--- config.mk ---
export PLATFORM = sky130hd
export DESIGN_NAME = pwm_capture
export DESIGN_NICKNAME = d
export VERILOG_FILES = /design/src/rtl/pwm_capture.sv
export SDC_FILE = /design/constraint.sdc
export NUM_CORES = 1
export LEC_CHECK = 0
export CAP_MARGIN = 20
export CORE_UTILIZATION = 30
export DETAILED_ROUTE_END_ITERATION = 16
export HOLD_SLACK_MARGIN = 0.08
export PLACE_DENSITY = 0.53
export SYNTH_ARGS = -nofsm -noshare
export SYNTH_HDL_FRONTEND = slang
export SYNTH_SLANG_ARGS = --single-unit
--- constraint.sdc ---
create_clock -name clock -period 3.1 [get_ports clock]
set_clock_uncertainty 0.15 [all_clocks]
set_input_delay 0.93 -clock clock [delete_from_list [all_inputs] [get_ports clock]]
set_output_delay 0.93 -clock clock [all_outputs]
set_load 0.05 [all_outputs]
--- src/rtl/pwm_capture.sv ---
// pwm_capture: measures an incoming PWM waveform and reports its period,
// its high time and an 8-bit duty code, floor(high*256/period), on the same
// 0..255 scale that the fading-LED PWM generator accepts.
//
// Ports:
//   clock      - system clock, all logic on posedge
//   reset      - asynchronous active-low reset
//   pwm_in     - asynchronous PWM input (synchronised internally)
//   period     - last measured period in clock cycles (0 after a stuck event)
//   high_time  - last measured high time in clock cycles (0 after a stuck event)
//   duty       - floor(high_time*256/period), or 255/0 when stuck high/low
//   duty_valid - one-cycle strobe whenever period/high_time/duty update
//   stuck      - no rising edge seen for 2^CNT_WIDTH-1 cycles
//   overrun    - sticky: a rising edge arrived while the divider was busy
module pwm_capture #(
    parameter int CNT_WIDTH = 16
) (
    input  logic                 clock,
    input  logic                 reset,
    input  logic                 pwm_in,
    output logic [CNT_WIDTH-1:0] period,
    output logic [CNT_WIDTH-1:0] high_time,
    output logic [7:0]           duty,
    output logic                 duty_valid,
    output logic                 stuck,
    output logic                 overrun
);

    localparam logic [CNT_WIDTH-1:0] CNT_MAX  = {CNT_WIDTH{1'b1}};
    localparam logic [CNT_WIDTH-1:0] CNT_ONE  = {{(CNT_WIDTH-1){1'b0}}, 1'b1};
    localparam logic [CNT_WIDTH-1:0] CNT_ZERO = {CNT_WIDTH{1'b0}};

    typedef enum logic [1:0] {
        ST_ARM = 2'd0,
        ST_RUN = 2'd1,
        ST_DIV = 2'd2
    } state_t;

    state_t               state_r;
    logic                 s1_r;
    logic                 s2_r;
    logic                 s3_r;
    logic                 rise_s;
    logic                 cnt_sat_s;
    logic [CNT_WIDTH-1:0] period_cnt_r;
    logic [CNT_WIDTH-1:0] high_cnt_r;
    logic [CNT_WIDTH-1:0] p_r;
    logic [CNT_WIDTH-1:0] h_r;
    // One extra bit: the shifted remainder can reach up to 2*p-2.
    logic [CNT_WIDTH:0]   rem_r;
    logic [CNT_WIDTH:0]   rem2_s;
    logic [CNT_WIDTH:0]   rem_next_s;
    logic [7:0]           q_r;
    logic [7:0]           q_next_s;
    logic                 q_bit_s;
    logic [2:0]           step_r;

    // s2 is the synchronised level; s3 only serves edge detection.
    assign rise_s    = s2_r & ~s3_r;
    assign cnt_sat_s = (period_cnt_r == CNT_MAX);

    // Three-flop synchroniser for the asynchronous PWM input
    always_ff @(posedge clock or negedge reset) begin
        if (!reset) begin
            s1_r <= 1'b0;
            s2_r <= 1'b0;
            s3_r <= 1'b0;
        end else begin
            s1_r <= pwm_in;
            s2_r <= s1_r;
            s3_r <= s2_r;
        end
    end

    // Period and high-time counters; they restart at every rise regardless of FSM state
    always_ff @(posedge clock or negedge reset) begin
        if (!reset) begin
            period_cnt_r <= CNT_ZERO;
            high_cnt_r   <= CNT_ZERO;
        end else if (rise_s) begin
            // The rise cycle itself is the first high cycle of the new period.
            period_cnt_r <= CNT_ONE;
            high_cnt_r   <= CNT_ONE;
        end else begin
            if (period_cnt_r != CNT_MAX) begin
                period_cnt_r <= period_cnt_r + CNT_ONE;
            end
            if (s2_r && (high_cnt_r != CNT_MAX)) begin
                high_cnt_r <= high_cnt_r + CNT_ONE;
            end
        end
    end

    // One restoring-divider step: shift the partial remainder, trial-subtract p
    always_comb begin
        rem2_s     = rem_r << 1;
        rem_next_s = rem2_s;
        q_bit_s    = 1'b0;
        if (rem2_s >= {1'b0, p_r}) begin
            rem_next_s = rem2_s - {1'b0, p_r};
            q_bit_s    = 1'b1;
        end else begin
            rem_next_s = rem2_s;
            q_bit_s    = 1'b0;
        end
        q_next_s = {q_r[6:0], q_bit_s};
    end

    // Measurement FSM: arm on first rise, snapshot counters, divide, publish results
    always_ff @(posedge clock or negedge reset) begin
        if (!reset) begin
            state_r    <= ST_ARM;
            p_r        <= CNT_ZERO;
            h_r        <= CNT_ZERO;
            rem_r      <= {(CNT_WIDTH+1){1'b0}};
            q_r        <= 8'd0;
            step_r     <= 3'd0;
            period     <= CNT_ZERO;
            high_time  <= CNT_ZERO;
            duty       <= 8'd0;
            duty_valid <= 1'b0;
            stuck      <= 1'b0;
            overrun    <= 1'b0;
        end else begin
            duty_valid <= 1'b0;
            case (state_r)
                ST_ARM: begin
                    // The first rise only marks the start of a period.
                    if (rise_s) begin
                        stuck   <= 1'b0;
                        state_r <= ST_RUN;
                    end else if (cnt_sat_s && !stuck) begin
                        // Only the first saturation reports; later cycles stay quiet.
                        stuck      <= 1'b1;
                        duty       <= s2_r ? 8'd255 : 8'd0;
                        period     <= CNT_ZERO;
                        high_time  <= CNT_ZERO;
                        duty_valid <= 1'b1;
                    end
                end
                ST_RUN: begin
                    // A rise in the saturation cycle wins over the stuck report.
                    if (rise_s) begin
                        p_r     <= period_cnt_r;
                        h_r     <= high_cnt_r;
                        rem_r   <= {1'b0, high_cnt_r};
                        q_r     <= 8'd0;
                        step_r  <= 3'd0;
                        state_r <= ST_DIV;
                    end else if (cnt_sat_s) begin
                        stuck      <= 1'b1;
                        duty       <= s2_r ? 8'd255 : 8'd0;
                        period     <= CNT_ZERO;
                        high_time  <= CNT_ZERO;
                        duty_valid <= 1'b1;
                        state_r    <= ST_ARM;
                    end
                end
                ST_DIV: begin
                    // A rise now ends a period nobody will measure; the counters
                    // already restarted, so the next rise in RUN is valid again.
                    if (rise_s) begin
                        overrun <= 1'b1;
                    end
                    rem_r  <= rem_next_s;
                    q_r    <= q_next_s;
                    step_r <= step_r + 3'd1;
                    if (step_r == 3'd7) begin
                        // h < p guarantees the quotient fits in 8 bits.
                        period     <= p_r;
                        high_time  <= h_r;
                        duty       <= q_next_s;
                        duty_valid <= 1'b1;
                        state_r    <= ST_RUN;
                    end
                end
                default: begin
                    state_r <= ST_ARM;
                end
            endcase
        end
    end

endmodule
==> flow_summary_export.csv, run 1 <==
group,metric,value,unit
outcome,status,"complete, no violations",
timing,rsz0062_at_grt,"no",
floorplanning,rows,53,
cells_and_area,diodes,0,
timing,slew_headroom,54.6,%
worst_setup_path,path_class,"reg -> reg",
cts,ctsHoldBuffers,0,
routing,drt_first_pass_iters,4,
cells_and_area,stdcell_count,1034,
worst_setup_path,critPathCaptureType,"flip-flop",
routing,vias,5042,
synthesis,synthMuxAreaShare,1.60,%
synthesis,synthCells,695,
synthesis,synth_warnings,0,
routing,drc_errors,0,
synthesis,ys.flop_type,"dfrtp_1",
cells_and_area,finish.utilization,37.6,%
routing,drtIter0Drc,235,
routing,post_drt_wl_per_cell,15.5,microns
worst_setup_path,cp-start-kind,"flip-flop",
synthesis,synth-seq-cells,138,
synthesis,synth_fa_ha_area_share,4.11,%
job,cap_violations,0,
worst_setup_path,arrival,3.01,ns
worst_setup_path,worstPathRequired,3.30,ns
synthesis,synth_top_family_by_area,"simple AND/OR/NAND/NOR gates",
floorplanning,ios,46,
global_routing,grt_usage,15.6,%
cts,cts_max_level,4,
routing,postRouteWirelength,16.0,mm
placed_design,portBuffers,45,
cts,cts-root-buf,"clkbuf_16",
cts,ctsLongestPathBuffers,2,
cts,cts_tree,"built",
global_routing,grt_pass1_wl,27.0,mm
cts,clk_pin_slew_worst_paths,0.06,ns
synthesis,synthArstFlopShare,100,%
cts,worst_skew_pair.late_latency,0.42,ns
worst_setup_path,critical_path.cell_chain,"ha_1 > a21o_1 > a211o_1 > or3_4 > nor3_4 > nor2_4 > buf_4 > mux2_4 > o211ai_2",
global_routing,grt_pass1_vias,5132,
synthesis,synth_commonest_cells,"155 x nand2_1, 138 x dfrtp_1, 51 x nor2_1, 42 x o21ai_0, 31 x nand3_1",
synthesis,yosysMostFrequentCell,"nand2_1",
placed_design,place_inst,1001,
cells_and_area,drive_above_1_share,8.70,%
synthesis,synth-simple-area-share,19.4,%
synthesis,syn_area,0.00658,sq mm
timing,whs,0.198,ns
timing,fmax,355,MHz
global_routing,gr-total-overflow,0,
synthesis,avgSynthCellArea,9.47,sq um
placed_design,gp_congestion,0.837,
floorplanning,core_area,0.0213,sq mm
pwr,power.leakage,3.67,nW
floorplanning,die_area,0.0225,sq mm
timing,setup_tns,0,ns
synthesis,synth_edf_count,0,
timing,hold_viol_final,0,
timing,maxSlewViolCount,0,
placed_design,place_hpwl,11.2,mm
routing,ant_nets,0,
synthesis,synth_compound_area_share,14.2,%
cells_and_area,area_growth,21.7,%
cts,cts_buffers,17,
worst_setup_path,critical_path.max_fanout,14,
global_routing,grt_max_degree,66,
floorplanning,fp.dieH,150,microns
pwr,peakVddDrop,380,uV
synthesis,yosysTopAreaCellShare,52.5,%
synthesis,ys_seq_area_share,52.5,%
synthesis,synthXorXnorAreaFrac,4.53,%
floorplanning,start_util,30.9,%
worst_hold_path,worstHoldPathType,"reg -> reg",
cts,cts-resized-gates,0,
cts,clkSinkCount,138,
worst_setup_path,cp_slowest_cell,"dfrtp_1",
timing,fin_crit,2.81,ns
cells_and_area,nets,770,
timing,post-route-period-util,90.8,%
synthesis,yosysTopAreaCell,"dfrtp_1",
synthesis,synth.distinct_cells,56,
routing,via_per_inst,4.88,
timing,setup_violations,0,
synthesis,syn_nets,719,
floorplanning,die_x,150,microns
cts,post_cts_buffers,0,
worst_setup_path,slowest_delay,0.40,ns
pwr,power.density,821,mW/mm^2
synthesis,synth_area_leaders,"dfrtp_1 52%, nand2_1 8.8%, ha_1 3.8%",
global_routing,antenna_found_initial,0,
timing,tightestPinTransition,0.673,ns
## metal layers
metal / share of wire [%] / vias to the layer above / routed length [microns] / track usage [%]
li1: - / 2521 / - / -
met1: 48 / 2441 / 7690 / 20.5
met2: 48 / 72 / 7710 / 25.7
met3: 2.9 / 8 / 464 / 3.18
met4: 0.78 / 0 / 124 / 4.49
met5: 0 / - / 0 / 0
## final cells by class
class / count / area (sq um)
clock buffer: 20 / 447
clock inverter: 12 / 118
fill: 2116 / 13300
inverter: 29 / 109
multi-input combinational: 496 / 2910
sequential: 138 / 3450
tap: 275 / 344
timing repair buffer: 64 / 627
## cells by family (layout without fill, tap and decap cells)
kind of cell               Yosys count  in the layout
DFF                                138            138
buffers and inverters               61            125
xor gates and xnor gates            34             34
adders and majority gates           21             21
muxes                               10             10
AOI/OAI and AO/OA                  143            143
and+or+nand+nor                    288            288
## worst max-delay path, delay by kind of cell (launching register included)
family | cells | cell delay (ns)
simple gates | 3 | 0.66
mux | 1 | 0.31
fa+ha+maj | 1 | 0.34
compound gates | 3 | 0.68
buf+inv | 1 | 0.21
flops | 1 | 0.40
## cell usage in the layout (no fill, tap or decap), types with 3 or more instances in the layout
master | Yosys | final
a22o_1 | 6 | 6
clkinvlp_4 | 0 | 3
a21oi_1 | 25 | 25
buf_4 | 0 | 17
ha_1 | 20 | 20
mux2i_1 | 9 | 9
o22ai_1 | 3 | 3
nor2_1 | 51 | 50
a31oi_1 | 6 | 6
clkbuf_16 | 0 | 17
nor4_1 | 4 | 4
nor3_1 | 5 | 4
clkinv_4 | 0 | 3
o21a_1 | 3 | 3
o21ai_0 | 42 | 42
nand2b_1 | 4 | 4
xnor2_1 | 11 | 11
nand3_1 | 31 | 31
a21o_1 | 4 | 4
o211ai_1 | 9 | 9
nand4_1 | 15 | 15
or3_1 | 4 | 4
and4_1 | 4 | 4
and3_1 | 4 | 4
xor2_1 | 23 | 23
a211oi_1 | 3 | 3
o31ai_1 | 22 | 22
dfrtp_1 | 138 | 138
inv_1 | 29 | 29
clkdlybuf4s50_1 | 0 | 44
nand2_1 | 155 | 155
## flip-flops by register name (all words and copies together) (netlist names), 2 cells and up
register and cells:
rem_r 16, duty 8, state_r 2, high_cnt_r 16, high_time 16, q_r 7
period_cnt_r 16, p_r 16, h_r 16, period 16, step_r 3
## where the power goes
part / internal [W] / switching, W / leakage [nW] / total (W)
Clock: 0.00114 / 0.000808 / 0.269 / 0.00194
Sequential: 0.00207 / 0.000236 / 1.87 / 0.00230
Combinational: 0.000967 / 0.00136 / 1.53 / 0.00233
## stage by stage
step / setup slack [ns] / total power, W / cell area (sq um)
final: 0.285 / 0.00657 / 8010
after global routing: 0.142 / 0.00704 / 8010
after CTS: 0.281 / 0.00662 / 7980
after detailed placement: 0.303 / 0.00465 / 7410
after global placement: 0.330 / 0.00464 / 7410
after floorplan: 0.551 / 0.00406 / 6580
## final timing paths
path                       startpoint              to  slack [ns]  cells past startpoint
setup / recovery            rem_r[13]        rem_r[1]        0.29                      9
hold / removal                   s1_r            s2_r        0.20                      0
setup reg to reg            rem_r[13]        rem_r[1]        0.29                      9
hold reg to reg                  s1_r            s2_r        0.20                      0
max in group asynchronous       reset  high_cnt_r[14]        1.83                      2
min in group asynchronous       reset         p_r[12]        0.29                      1
(Power assumes the default switching activity.)
==> run 2: changes to the inputs <==
- CAP_MARGIN: 20 -> unset
==> flow_summary_export.csv, run 2 (synthesis results as in run 1) <==
group,metric,value,unit
floorplanning,start_util,30.9,%
worst_setup_path,worstPathRequired,3.29,ns
global_routing,gr-total-overflow,0,
global_routing,grt_pass1_vias,5132,
worst_setup_path,r2r-start,"p_r[14]",
floorplanning,fp.dieH,150,microns
timing,setup_violations,0,
worst_setup_path,r2r_end,"rem_r[1]",
worst_setup_path,path_class,"reg -> reg",
routing,drc_errors,0,
timing,maxSlewViolCount,0,
timing,setup_tns,0,ns
worst_setup_path,cp-start-kind,"flip-flop",
routing,postRouteWirelength,16.0,mm
cells_and_area,stdcell_count,1033,
worst_setup_path,cp_slowest_cell,"or3_4",
timing,rsz0062_at_grt,"no",
floorplanning,rows,53,
worst_setup_path,critPathCaptureType,"flip-flop",
cells_and_area,diodes,0,
global_routing,grt_pass1_wl,27.0,mm
timing,tightestPinTransition,1.03,ns
cts,post_cts_buffers,0,
timing,hold_viol_final,0,
worst_setup_path,critical_path.cell_chain,"inv_1 > ha_1 > a21o_1 > a211o_1 > or3_4 > nor3_4 > nor2_4 > buf_4 > mux2_4 > o211ai_2",
floorplanning,die_x,150,microns
routing,ant_nets,0,
pwr,power.density,823,mW/mm^2
worst_setup_path,arrival,3.01,ns
worst_hold_path,hp-start,"s1_r",
cells_and_area,nFillCells,2119,
cts,worst_skew_pair.late_latency,0.42,ns
placed_design,place_inst,1001,
pwr,peakVddDrop,380,uV
cells_and_area,final_common_cell,"nand2_1",
cts,clkSinkCount,138,
cells_and_area,drive_above_1_share,8.58,%
timing,fin_crit,2.82,ns
floorplanning,ios,46,
cts,cts_max_level,4,
global_routing,grt_usage,15.6,%
placed_design,gp_congestion,0.837,
floorplanning,die_area,0.0225,sq mm
worst_hold_path,worstHoldPathType,"reg -> reg",
routing,drtIter0Drc,255,
placed_design,place_hpwl,11.2,mm
timing,post-route-period-util,90.9,%
cts,clk_pin_slew_worst_paths,0.06,ns
routing,via_per_inst,4.86,
job,cap_violations,0,
pwr,power.leakage,3.66,nW
global_routing,antenna_found_initial,0,
worst_hold_path,whs_endpoint,"s2_r",
routing,drt_first_pass_iters,5,
outcome,status,"complete, no violations",
routing,vias,5021,
cts,cts_tree,"built",
placed_design,portBuffers,45,
cts,cts-root-buf,"clkbuf_16",
floorplanning,core_area,0.0213,sq mm
cells_and_area,nets,769,
timing,slew_headroom,31.5,%
cells_and_area,mostFrequentLayoutCells,"155 x nand2_1, 138 x dfrtp_1, 50 x nor2_1",
worst_hold_path,worst_hold_path.num_cells,0,
worst_setup_path,slowest_delay,0.40,ns
global_routing,grt_max_degree,66,
cts,cts_buffers,17,
worst_setup_path,critical_path.max_fanout,14,
cts,ctsLongestPathBuffers,2,
routing,post_drt_wl_per_cell,15.4,microns
cts,cts-resized-gates,0,
worst_setup_path,r2r_cells,10,
worst_setup_path,r2r_setup_slack,0.28,ns
cells_and_area,area_growth,21.3,%
timing,fmax,355,MHz
cts,ctsHoldBuffers,0,
-- run 2: changes by cell type in the layout (fill, tap and decap cells not counted) --
cell,delta
buf_16,-1
-- run 2: routing by layer --
layer	share of wire, %	wire [microns]	track usage (%)	vias up
met5	0	0	0	-
met4	0.78	124	4.49	0
met3	2.7	434	3.18	8
met2	48	7600	25.7	74
met1	49	7790	20.5	2426
li1	-	-	-	2513
-- run 2: worst max path at each step --
| stage | startpoint | endpoint | slack (ns) | cells after the start |
|---|---|---|---|---|
| after global routing | p_r[14] | rem_r[1] | 0.14 | 10 |
| after global placement | p_r[14] | rem_r[1] | 0.33 | 10 |
| final | p_r[14] | rem_r[1] | 0.28 | 10 |
| after floorplan | rem_r[13] | rem_r[11] | 0.55 | 9 |
| after CTS | p_r[14] | rem_r[1] | 0.28 | 10 |
| after detailed placement | p_r[14] | rem_r[1] | 0.30 | 10 |
-- run 2: critical path, delay by kind of cell (launching register included) --
family,cells,cell delay [ns]
buffers and inverters,2,0.27
multiplexers,1,0.31
adder cells (fa/ha/maj),1,0.35
AO/OA/AOI/OAI,3,0.69
flip-flops,1,0.32
AND/OR/NAND/NOR,3,0.66
-- run 2: cell type report --
class / instances / area [sq um] / area share (%)
Clock buffer: 20 / 447 / 5.60
Clock inverter: 12 / 118 / 1.47
Inverter: 29 / 109 / 1.36
Multi-Input combinational cell: 496 / 2910 / 36.5
Sequential cell: 138 / 3450 / 43.3
Tap cell: 275 / 344 / 4.31
Timing Repair Buffer: 63 / 599 / 7.51
-- run 2: through the flow --
| stage | power (W) | cell area (sq um) | hold slack (ns) | util [%] | setup WS (ns) |
|---|---|---|---|---|---|
| detailed placement | 0.00465 | 7410 | 0.186 | 34.8 | 0.303 |
| floorplan | 0.00406 | 6580 | 0.181 | - | 0.551 |
| CTS | 0.00662 | 7980 | 0.200 | 37.5 | 0.281 |
| finish | 0.00657 | 7980 | 0.198 | 37.5 | 0.283 |
| global placement | 0.00464 | 7410 | 0.183 | 34.8 | 0.330 |
| global route | 0.00703 | 7980 | 0.201 | 37.5 | 0.142 |
-- run 2: report_power, final --
part	internal [W]	switching, W	leakage [nW]
clock network	0.00113	0.000807	0.269
registers	0.00207	0.000235	1.87
logic	0.000959	0.00137	1.52
total	0.00416	0.00241	3.66
